### config.mk
export PLATFORM = sky130hd
export DESIGN_NAME = lsu_dmem_master
export DESIGN_NICKNAME = d
export VERILOG_FILES = /design/src/rtl/lsu_dmem_master.sv
export SDC_FILE = /design/constraint.sdc
export NUM_CORES = 1
export LEC_CHECK = 0
export ABC_AREA = 1
export CAP_MARGIN = 20
export CELL_PAD_IN_SITES_DETAIL_PLACEMENT = 0
export CELL_PAD_IN_SITES_GLOBAL_PLACEMENT = 1
export CORE_MARGIN = 2
export CORE_UTILIZATION = 31
export DETAILED_ROUTE_END_ITERATION = 8
export GPL_TIMING_DRIVEN = 0
export PLACE_DENSITY = 0.8
export REMOVE_ABC_BUFFERS = 1
export SETUP_SLACK_MARGIN = 0.02
export SLEW_MARGIN = 0
export SYNTH_ARGS = -nofsm -noshare
export SYNTH_HDL_FRONTEND = slang
export SYNTH_SLANG_ARGS = --single-unit
### constraint.sdc
create_clock -name i_clk -period 4.1 [get_ports i_clk]
set_input_delay 0.82 -clock i_clk [delete_from_list [all_inputs] [get_ports i_clk]]
set_output_delay 0.82 -clock i_clk [all_outputs]
set_load 0.02 [all_outputs]
### src/rtl/lsu_dmem_master.sv
// lsu_dmem_master: RV32 load/store initiator for a word-organised data memory.
// Sub-word loads are extracted from full-word reads; SB/SH are performed as
// read-modify-write sequences because the memory has no byte enables.
// Optional macro LSU_MISALIGN_EN: misaligned half/word accesses are rejected
// with o_rsp_misalign instead of having their low address bits masked.
module lsu_dmem_master #(
    parameter int ADDR_W      = 16,
    parameter int DEPTH_WORDS = 2048
) (
    input  logic              i_clk,
    input  logic              i_rst,
    input  logic              i_req_valid,
    output logic              o_req_ready,
    input  logic              i_req_we,
    input  logic [2:0]        i_req_funct3,
    input  logic [31:0]       i_req_addr,
    input  logic [31:0]       i_req_wdata,
    output logic              o_rsp_valid,
    output logic [31:0]       o_rsp_rdata,
    output logic              o_rsp_misalign,
    output logic [ADDR_W-1:0] o_lsu_addr,
    output logic              o_wren,
    output logic [31:0]       o_wdata,
    input  logic [31:0]       i_data_dmem
);

    typedef enum logic [2:0] {
        S_IDLE,
        S_LOAD,
        S_RMW_RD,
        S_WRITE,
        S_RESP
    } state_t;

    typedef enum logic [1:0] {
        SZ_BYTE,
        SZ_HALF,
        SZ_WORD
    } size_t;

    // Unsigned load codes only exist for loads; for stores they fall back to SW.
    function automatic size_t decode_size(input logic we, input logic [2:0] funct3);
        size_t sz;
        sz = SZ_WORD;
        case (funct3)
            3'b000:  sz = SZ_BYTE;
            3'b001:  sz = SZ_HALF;
            3'b100:  sz = we ? SZ_WORD : SZ_BYTE;
            3'b101:  sz = we ? SZ_WORD : SZ_HALF;
            default: sz = SZ_WORD;
        endcase
        return sz;
    endfunction

    state_t            state;
    state_t            state_next;
    logic              accept;
    size_t             in_size;
    size_t             req_size;
    logic              in_misalign;
    logic              resp_zero;
    logic              req_we;
    logic [2:0]        req_funct3;
    logic [ADDR_W+1:0] req_addr;
    logic [31:0]       req_wdata;
    logic [31:0]       merge_q;
    logic [ADDR_W-1:0] word_idx;
    logic [7:0]        load_byte;
    logic [15:0]       load_half;
    logic              load_signed;
    logic [31:0]       load_data;
    logic [31:0]       merge_data;
    logic              unused_addr_hi;

    // Address bits above the word-index field never reach the memory.
    assign unused_addr_hi = ^i_req_addr[31:ADDR_W+2];

    assign accept   = i_req_valid && (state == S_IDLE);
    assign in_size  = decode_size(i_req_we, i_req_funct3);
    assign req_size = decode_size(req_we, req_funct3);
    assign word_idx = req_addr[ADDR_W+1:2] % ADDR_W'(DEPTH_WORDS);

`ifdef LSU_MISALIGN_EN
    logic req_misalign;

    assign in_misalign = ((in_size == SZ_HALF) && i_req_addr[0]) ||
                         ((in_size == SZ_WORD) && (i_req_addr[1:0] != 2'b00));
    assign resp_zero   = req_we || req_misalign;

    // Remember whether the accepted request was rejected as misaligned.
    always_ff @(posedge i_clk or posedge i_rst) begin
        if (i_rst) begin
            req_misalign <= 1'b0;
        end else if (accept) begin
            req_misalign <= in_misalign;
        end
    end

    // Misalign flag is registered alongside o_rsp_valid so both pulse together.
    always_ff @(posedge i_clk or posedge i_rst) begin
        if (i_rst) begin
            o_rsp_misalign <= 1'b0;
        end else begin
            o_rsp_misalign <= (state == S_RESP) && req_misalign;
        end
    end
`else
    // Misaligned offsets are simply ignored by the lane selection below.
    assign in_misalign    = 1'b0;
    assign resp_zero      = req_we;
    assign o_rsp_misalign = 1'b0;
`endif

    // State register.
    always_ff @(posedge i_clk or posedge i_rst) begin
        if (i_rst) begin
            state <= S_IDLE;
        end else begin
            state <= state_next;
        end
    end

    // Latch the request on acceptance so the inputs are free while busy.
    always_ff @(posedge i_clk or posedge i_rst) begin
        if (i_rst) begin
            req_we     <= 1'b0;
            req_funct3 <= 3'b000;
            req_addr   <= '0;
            req_wdata  <= 32'h0;
        end else if (accept) begin
            req_we     <= i_req_we;
            req_funct3 <= i_req_funct3;
            req_addr   <= i_req_addr[ADDR_W+1:0];
            req_wdata  <= i_req_wdata;
        end
    end

    // Extract and extend the addressed lane of the word being read.
    always_comb begin
        load_byte   = i_data_dmem[7:0];
        load_half   = i_data_dmem[15:0];
        load_signed = ~req_funct3[2];
        load_data   = i_data_dmem;
        case (req_addr[1:0])
            2'd1:    load_byte = i_data_dmem[15:8];
            2'd2:    load_byte = i_data_dmem[23:16];
            2'd3:    load_byte = i_data_dmem[31:24];
            default: load_byte = i_data_dmem[7:0];
        endcase
        if (req_addr[1]) begin
            load_half = i_data_dmem[31:16];
        end
        case (req_size)
            SZ_BYTE: load_data = {{24{load_signed & load_byte[7]}}, load_byte};
            SZ_HALF: load_data = {{16{load_signed & load_half[15]}}, load_half};
            default: load_data = i_data_dmem;
        endcase
    end

    // Splice the store lane into the word read back from memory.
    always_comb begin
        merge_data = i_data_dmem;
        if (req_size == SZ_BYTE) begin
            case (req_addr[1:0])
                2'd1:    merge_data[15:8]  = req_wdata[7:0];
                2'd2:    merge_data[23:16] = req_wdata[7:0];
                2'd3:    merge_data[31:24] = req_wdata[7:0];
                default: merge_data[7:0]   = req_wdata[7:0];
            endcase
        end else if (req_size == SZ_HALF) begin
            if (req_addr[1]) begin
                merge_data[31:16] = req_wdata[15:0];
            end else begin
                merge_data[15:0] = req_wdata[15:0];
            end
        end
    end

    // Hold the merged word from RMW_RD for the following WRITE cycle.
    always_ff @(posedge i_clk or posedge i_rst) begin
        if (i_rst) begin
            merge_q <= 32'h0;
        end else if (state == S_RMW_RD) begin
            merge_q <= merge_data;
        end
    end

    // Next-state logic and memory-side outputs, idle values first.
    always_comb begin
        state_next  = state;
        o_req_ready = 1'b0;
        o_lsu_addr  = '0;
        o_wren      = 1'b0;
        o_wdata     = 32'h0;
        case (state)
            S_IDLE: begin
                o_req_ready = 1'b1;
                if (i_req_valid) begin
                    if (in_misalign) begin
                        state_next = S_RESP;
                    end else if (!i_req_we) begin
                        state_next = S_LOAD;
                    end else if (in_size == SZ_WORD) begin
                        state_next = S_WRITE;
                    end else begin
                        state_next = S_RMW_RD;
                    end
                end
            end
            S_LOAD: begin
                o_lsu_addr = word_idx;
                state_next = S_RESP;
            end
            S_RMW_RD: begin
                o_lsu_addr = word_idx;
                state_next = S_WRITE;
            end
            S_WRITE: begin
                o_lsu_addr = word_idx;
                o_wren     = 1'b1;
                o_wdata    = (req_size == SZ_WORD) ? req_wdata : merge_q;
                state_next = S_RESP;
            end
            S_RESP: begin
                state_next = S_IDLE;
            end
            default: begin
                state_next = S_IDLE;
            end
        endcase
    end

    // Response strobe follows RESP by one edge; load data is kept until the next load.
    always_ff @(posedge i_clk or posedge i_rst) begin
        if (i_rst) begin
            o_rsp_valid <= 1'b0;
            o_rsp_rdata <= 32'h0;
        end else begin
            o_rsp_valid <= (state == S_RESP);
            if (state == S_LOAD) begin
                o_rsp_rdata <= load_data;
            end else if ((state == S_RESP) && resp_zero) begin
                o_rsp_rdata <= 32'h0;
            end
        end
    end

endmodule

==> results.json, run 1 <==
{
  "run_status": "completed",
  "multi_input_comb_area_um2": 3249,
  "drt_first_iter_violations": 537,
  "post_synth_mux_area_share_pct": 4.154,
  "antenna_found_initial": 0,
  "power.combinational.fraction_pct": 52.2,
  "sequential_cell_area_um2": 2928,
  "power_frac_seq_pct": 28.1,
  "wl_mm": 22.53,
  "worstSetupEndpointType": "output port",
  "detail_route.vias_per_cell": 4.904,
  "drt_pre_antenna_iters": 5,
  "worst_slack_at_placement_ns": -0.1330,
  "power_leakage_nw": 4.347,
  "most_area_hungry_cell_type_in_the_yosys_netlist": "dfrtp_1",
  "yosysUniqueCellTypes": 26,
  "critical_path.startpoint": "state[2]",
  "chipHeight_um": 151.9,
  "worst_setup_path_start_kind": "flip-flop",
  "grt_util_all_layers_pct": 19.54,
  "synth_compound_gate_area_share_pct": 15.27,
  "cts-root-to-sink-buffers": 2,
  "synth_top_family_by_area": "simple AND/OR/NAND/NOR gates",
  "fp.dieW_um": 151.9,
  "pin_count_of_the_biggest_net_entering_global_routing": 74,
  "cp_max_fo": 25,
  "avgRoutedWirePerCell_um": 16.49,
  "synth_enable_flop_cells": 0,
  "critical_path.reg2reg.startpoint": "req_funct3[2]",
  "drv_cap": 0,
  "drtAntennaViolNets": 0,
  "clock-skew-final_ns": 0.01197,
  "timing.final.crit_share_pct": 91.78,
  "clkSinkCount": 117,
  "irDropWorstVdd_mv": 0.6900,
  "final-setup-viol-count": 0,
  "layout_cells_sized_above_1_pct": 7.643,
  "clk_latency_ns": 0.43,
  "worstRegToRegCells": 7,
  "yosys-top-cells-area": "dfrtp_1 (43%), nand2_1 (19%), a21oi_1 (6.3%), o21ai_0 (5.8%), mux2_2 (4.2%)",
  "relSlewSlack_pct": 31.81,
  "clock-root-buffer": "clkbuf_16",
  "finalWorstPathRequiredPeriod_ns": 3.763,
  "tightest_slew_ns": 1.019,
  "finalWeightedCongestion": 0.8260,
  "power_dens_cells_nw_per_um2": 831.3,
  "die_area_um2": 23060,
  "port_buffers": 161,
  "finalWorstSetupSlack_ns": 0.3370,
  "average_footprint_of_a_synthesized_cell_um2": 7.187,
  "fin_tns_setup_ns": 0,
  "path_class": "flip-flop to output port",
  "grt_pass1_wl_mm": 35.78,
  "placeableCoreArea_um2": 21620,
  "detailed_placer_s_ending_hpwl_mm": 14.96,
  "synth_xor_xnor_area_share_pct": 0,
  "max_freq_ghz": 0.2657,
  "p_switching_mw": 3.455,
  "r2r_setup_slack_ns": 1.37,
  "drc": 0,
  "path_clk_slew_ns": 0.05,
  "tritoncts": "done",
  "syn_inst_count": 943,
  "antenna_cells_inserted": 0,
  "yosys.area_share.adder_pct": 0,
  "post_synth_and_or_nand_nor_area_fraction_pct": 28.04,
  "rr_endpoint": "o_rsp_rdata[0]",
  "combined_area_of_all_synthesized_cells_um2": 6778,
  "fillcell_total": 2265,
  "timing.hold.worst.class": "flip-flop to flip-flop",
  "synth_top_cells_by_count": "nand2_1 (348), dfrtp_1 (117), a21oi_1 (85), o21ai_0 (79), inv_1 (72)",
  "fp_rows": 54,
  "yosys_warnings": 0,
  "syn_to_final_growth_pct": 35.30,
  "cts_h_tree_depth": 4,
  "drv_slew": 0,
  "synthMostInstantiatedCell": "nand2_1",
  "clock_power_share_pct": 19.7,
  "yosysTopAreaCellShare_pct": 43.20,
  "crit_end": "o_wdata[2]",
  "io_pins": 187,
  "internal_power_mw": 4.168,
  "synth-main-ff-cell": "dfrtp_1",
  "netSwitchingFraction_pct": 45.33,
  "seq_area_frac_synth_pct": 43.20,
  "final_hold_viol_count": 0,
  "initial_utilization_pct": 31.35,
  "async_flop_share_pct": 100.0,
  "cts_buffers": 17,
  "synth_seq_cells": 117,
  "number_of_global_route_vias_before_repair": 6429,
  "worstPathArrival_ns": 2.94,
  "rsz0062_at_grt": "false",
  "vias": 6699,
  "fin_nets": 1176,
  "timing.critical_path.required_ns": 3.28,
  "overflow_left_after_global_routing": 0
}
## repair_timing
| action | CTS | global route |
|---|---|---|
| setup buffers | 0 | 0 |
| setup endpoints to repair | 32 | 1 |
| hold buffers | 0 | 0 |
| resized for setup | 5 | 1 |
## worst max-delay path: stages, from the launching register on
cell and delay [ns]:
dfrtp_1 0.48, nor2_2 0.20, nand2_2 0.39, clkinvlp_4 0.39, o21ai_0 0.12, a21oi_1 0.25
clkdlybuf4s50_1 0.67
## power groups by stage
stage,registers [mW],logic [mW],clock network (mW)
2_1_floorplan,2.22,2.32,0
3_3_place_gp,2.17,3.82,0
3_5_place_dp,2.15,3.96,0
4_1_cts,2.14,3.99,1.53
5_1_grt,2.22,4.46,1.58
6_report,2.14,3.98,1.50
## metal layers
| layer | part of all wire (%) | routed length, µm | vias to the layer above | GRT usage, % |
|---|---|---|---|---|
| li1 | - | - | 3289 | - |
| met1 | 43 | 9743 | 3135 | 25.91 |
| met2 | 48 | 10750 | 243 | 31.23 |
| met3 | 7.4 | 1675 | 32 | 5.876 |
| met4 | 1.6 | 359 | 0 | 5.118 |
| met5 | 0 | 0 | - | 0 |
## state kept, by name, indices dropped and copies added, names as in the netlist
signal       flops
req_wdata       32
req_funct3       3
req_we           1
o_rsp_valid      1
o_rsp_rdata     32
req_addr        13
merge_q         32
state            3
## worst min path at each step
stage          cells past startpoint         endpoint            start  slack (ns)
2_1_floorplan                      2       merge_q[0]       merge_q[0]        0.44
3_3_place_gp                       2       merge_q[0]       merge_q[0]        0.46
3_5_place_dp                       2  o_rsp_rdata[10]  o_rsp_rdata[10]        0.46
4_1_cts                            2       merge_q[3]       merge_q[3]        0.48
5_1_grt                            2   o_rsp_rdata[3]   o_rsp_rdata[3]        0.50
6_report                           2      merge_q[16]      merge_q[16]        0.48
## cells in the final DEF, fill, tap and decap left out, drive strengths merged
master / instances
bufinv: 2
conb: 6
a31oi: 9
inv: 78
clkinv: 5
nor2: 58
clkinvlp: 3
o21bai: 2
clkdlybuf4s50: 161
nand2: 352
o21ai: 79
nand3: 56
clkbuf: 23
mux2: 25
o211ai: 19
nor3: 1
dfrtp: 117
a21oi: 85
buf: 5
## per-stage QoR
stage | hold slack, ns | power (mW) | cell area, µm² | util (%) | cells
floorplan | 0.4437 | 4.542 | 6464 | - | 888
CTS | 0.4796 | 7.659 | 9139 | 42.27 | 1365
detailed placement | 0.4640 | 6.109 | 8536 | 39.48 | 1333
finish | 0.4770 | 7.623 | 9170 | 42.41 | 1366
global placement | 0.4580 | 5.991 | 8426 | 38.97 | 1329
global route | 0.4959 | 8.261 | 9170 | 42.41 | 1366
## cells by family after synthesis
| kind of cell | after synthesis |
|---|---|
| and+or+nand+nor | 467 |
| AOI/OAI and AO/OA | 194 |
| buffers and inverters | 139 |
| DFF | 117 |
| muxes | 25 |
| other | 1 |
## cell type report
cell class | instances | share of cell area [%]
clock inverter | 9 | 1.092
inverter | 79 | 3.411
sequential | 117 | 31.93
clock buffer | 23 | 5.321
multi-input combinational | 692 | 35.43
tap | 280 | 3.820
timing repair buffer | 166 | 18.99
Note: power is estimated with default switching activity, not from simulation.
==> inputs of run 2 (changes only) <==
--- a/config.mk
+++ b/config.mk
@@ -15,7 +15,6 @@
 export GPL_TIMING_DRIVEN = 0
 export PLACE_DENSITY = 0.8
 export REMOVE_ABC_BUFFERS = 1
-export SETUP_SLACK_MARGIN = 0.02
 export SLEW_MARGIN = 0
 export SYNTH_ARGS = -nofsm -noshare
 export SYNTH_HDL_FRONTEND = slang
==> results of run 2 <==
No change in the layout: final DEF, timing and power equal those of run 1.
==> inputs of run 3 (changes only) <==
--- a/config.mk
+++ b/config.mk
@@ -9,11 +9,11 @@
 export CAP_MARGIN = 20
 export CELL_PAD_IN_SITES_DETAIL_PLACEMENT = 0
 export CELL_PAD_IN_SITES_GLOBAL_PLACEMENT = 1
-export CORE_MARGIN = 2
-export CORE_UTILIZATION = 31
+export CORE_MARGIN = 4
+export CORE_UTILIZATION = 30
 export DETAILED_ROUTE_END_ITERATION = 8
 export GPL_TIMING_DRIVEN = 0
-export PLACE_DENSITY = 0.8
+export PLACE_DENSITY = 0.78
 export REMOVE_ABC_BUFFERS = 1
 export SLEW_MARGIN = 0
 export SYNTH_ARGS = -nofsm -noshare
==> constraint.sdc (replaced) <==
create_clock -name i_clk -period 4.1 [get_ports i_clk]
set_input_delay 0.82 -clock i_clk [delete_from_list [all_inputs] [get_ports i_clk]]
set_output_delay 0.82 -clock i_clk [all_outputs]
set_load 0.01 [all_outputs]
==> run 3 against run 2 <==
  * Die area increased by 8.7%
  * Worst setup slack got worse by 0.027 ns
  * Via count decreased by 2.2%
  * Clock power decreased by 8%
==> results.json, run 3 (synthesis results as in run 1) <==
{
  "run_status": "completed",
  "power.combinational.fraction_pct": 51.9,
  "timing.final.crit_share_pct": 92.45,
  "clk_latency_ns": 0.42,
  "irDropWorstVdd_mv": 0.8159,
  "fin_nets": 1178,
  "worstSetupEndpointType": "output port",
  "postCtsSetupRepairBufs": 0,
  "finalCoreUtilization_pct": 41.42,
  "power_leakage_nw": 4.345,
  "drc": 0,
  "fp.dieW_um": 158.3,
  "drt_pre_antenna_iters": 6,
  "grt_util_all_layers_pct": 18.59,
  "top_regs": "merge_q (32), o_rsp_rdata (32), req_wdata (32)",
  "layout_cells_sized_above_1_pct": 7.288,
  "netSwitchingFraction_pct": 44.22,
  "vias": 6552,
  "relSlewSlack_pct": 32.32,
  "layout.cells.most_common_list": "nand2_1 (348), clkdlybuf4s50_1 (161), dfrtp_1 (117), a21oi_1 (85), o21ai_0 (79)",
  "fp_rows": 54,
  "final-setup-viol-count": 0,
  "grt_pass1_wl_mm": 36.16,
  "worst_slack_at_placement_ns": -0.07746,
  "worstPathArrival_ns": 2.97,
  "detail_route.vias_per_cell": 4.804,
  "initial_utilization_pct": 30.77,
  "timing.hold.worst.class": "flip-flop to flip-flop",
  "antenna_found_initial": 1,
  "clkSinkCount": 117,
  "port_buffers": 161,
  "finalWorstSetupSlack_ns": 0.3096,
  "chipHeight_um": 158.3,
  "wl_mm": 22.99,
  "drv_cap": 0,
  "pin_count_of_the_biggest_net_entering_global_routing": 76,
  "tritoncts": "done",
  "final_hold_viol_count": 0,
  "path_clk_slew_ns": 0.05,
  "power_dens_cells_nw_per_um2": 802.5,
  "clock-root-buffer": "clkbuf_16",
  "detailed_placer_s_ending_hpwl_mm": 15.61,
  "drtAntennaViolNets": 0,
  "cts_h_tree_depth": 4,
  "antenna_cells_inserted": 0,
  "max_freq_ghz": 0.2638,
  "finalWeightedCongestion": 0.8125,
  "tightest_slew_ns": 1.012,
  "clock_power_share_pct": 18.9,
  "commonest_non_fill_non_tap_cell_in_the_layout": "nand2_1",
  "worst_setup_path_start_kind": "flip-flop",
  "clock-skew-final_ns": 0.01093,
  "placeableCoreArea_um2": 22030,
  "cts_buffers": 17,
  "drt_first_iter_violations": 416,
  "avgRoutedWirePerCell_um": 16.86,
  "overflow_left_after_global_routing": 0,
  "cp_max_fo": 14,
  "io_pins": 187,
  "number_of_global_route_vias_before_repair": 6388,
  "timing.critical_path.required_ns": 3.28,
  "cts-root-to-sink-buffers": 2,
  "power_frac_seq_pct": 29.2,
  "die_area_um2": 25060,
  "p_switching_mw": 3.237,
  "rsz0062_at_grt": "false",
  "totalPowerFinal_mw": 7.321,
  "internal_power_mw": 4.083,
  "hold_buffers": 0,
  "drv_slew": 0,
  "syn_to_final_growth_pct": 34.59,
  "finalWorstPathRequiredPeriod_ns": 3.790,
  "path_class": "flip-flop to output port"
}
-- run 3: per-stage QoR --
stage / TNS, ns / instances / cell area (µm²) / hold WS, ns
after global placement: -220.11 / 1329 / 8426 / 0.4575
final: 0 / 1364 / 9123 / 0.4712
after global routing: 0 / 1364 / 9123 / 0.4884
after detailed placement: -0.1268 / 1334 / 8538 / 0.4606
after CTS: 0 / 1362 / 9075 / 0.4754
after floorplan: 0 / 888 / 6464 / 0.4437
-- run 3: repair_timing --
action | 4_1_cts | 5_1_grt
endpoints found under the hold margin | 0 | 0
endpoints found under the setup margin | 24 | 0
resized for setup | 3 | 0
-- run 3: layout make-up --
class	count	area [µm²]
Fill cell	2277	12900
Multi-Input combinational cell	692	3242
Sequential cell	117	2928
Timing Repair Buffer	168	1764
Clock buffer	22	474.2
Tap cell	280	350.3
Inverter	79	309.0
Clock inverter	6	55.05
-- run 3: path summary, 6_finish.rpt --
kind,start,depth (start not counted),endpoint,slack (ns)
setup reg to reg,req_funct3[2],7,o_rsp_rdata[0],1.42
max in group asynchronous,i_rst,3,merge_q[28],2.57
setup / recovery,state[2],6,o_wdata[2],0.31
hold / removal,merge_q[1],2,merge_q[1],0.47
min in group asynchronous,i_rst,2,req_addr[8],0.78
hold reg to reg,merge_q[1],2,merge_q[1],0.47
-- run 3: power groups by stage --
stage / sequential, mW / clock [mW] / combinational [mW]
2_1_floorplan: 2.11 / 0 / 2.23
3_3_place_gp: 2.16 / 0 / 3.65
3_5_place_dp: 2.15 / 0 / 3.76
4_1_cts: 2.14 / 1.42 / 3.79
5_1_grt: 2.21 / 1.48 / 4.27
6_report: 2.14 / 1.38 / 3.80
-- run 3: metal layers --
metal	vias up	GRT usage [%]	wire, µm
li1	3283	-	-
met1	3043	25.16	10380
met2	199	29.73	10730
met3	25	5.056	1573
met4	2	4.590	300
met5	-	0	12
-- run 3: worst max-delay path, stage by stage, from the launching register on --
cell	delay (ns)
dfrtp_1	0.48
nor2_2	0.18
nand2_1	0.38
inv_1	0.46
o21ai_0	0.15
a21oi_1	0.28
clkdlybuf4s50_1	0.62
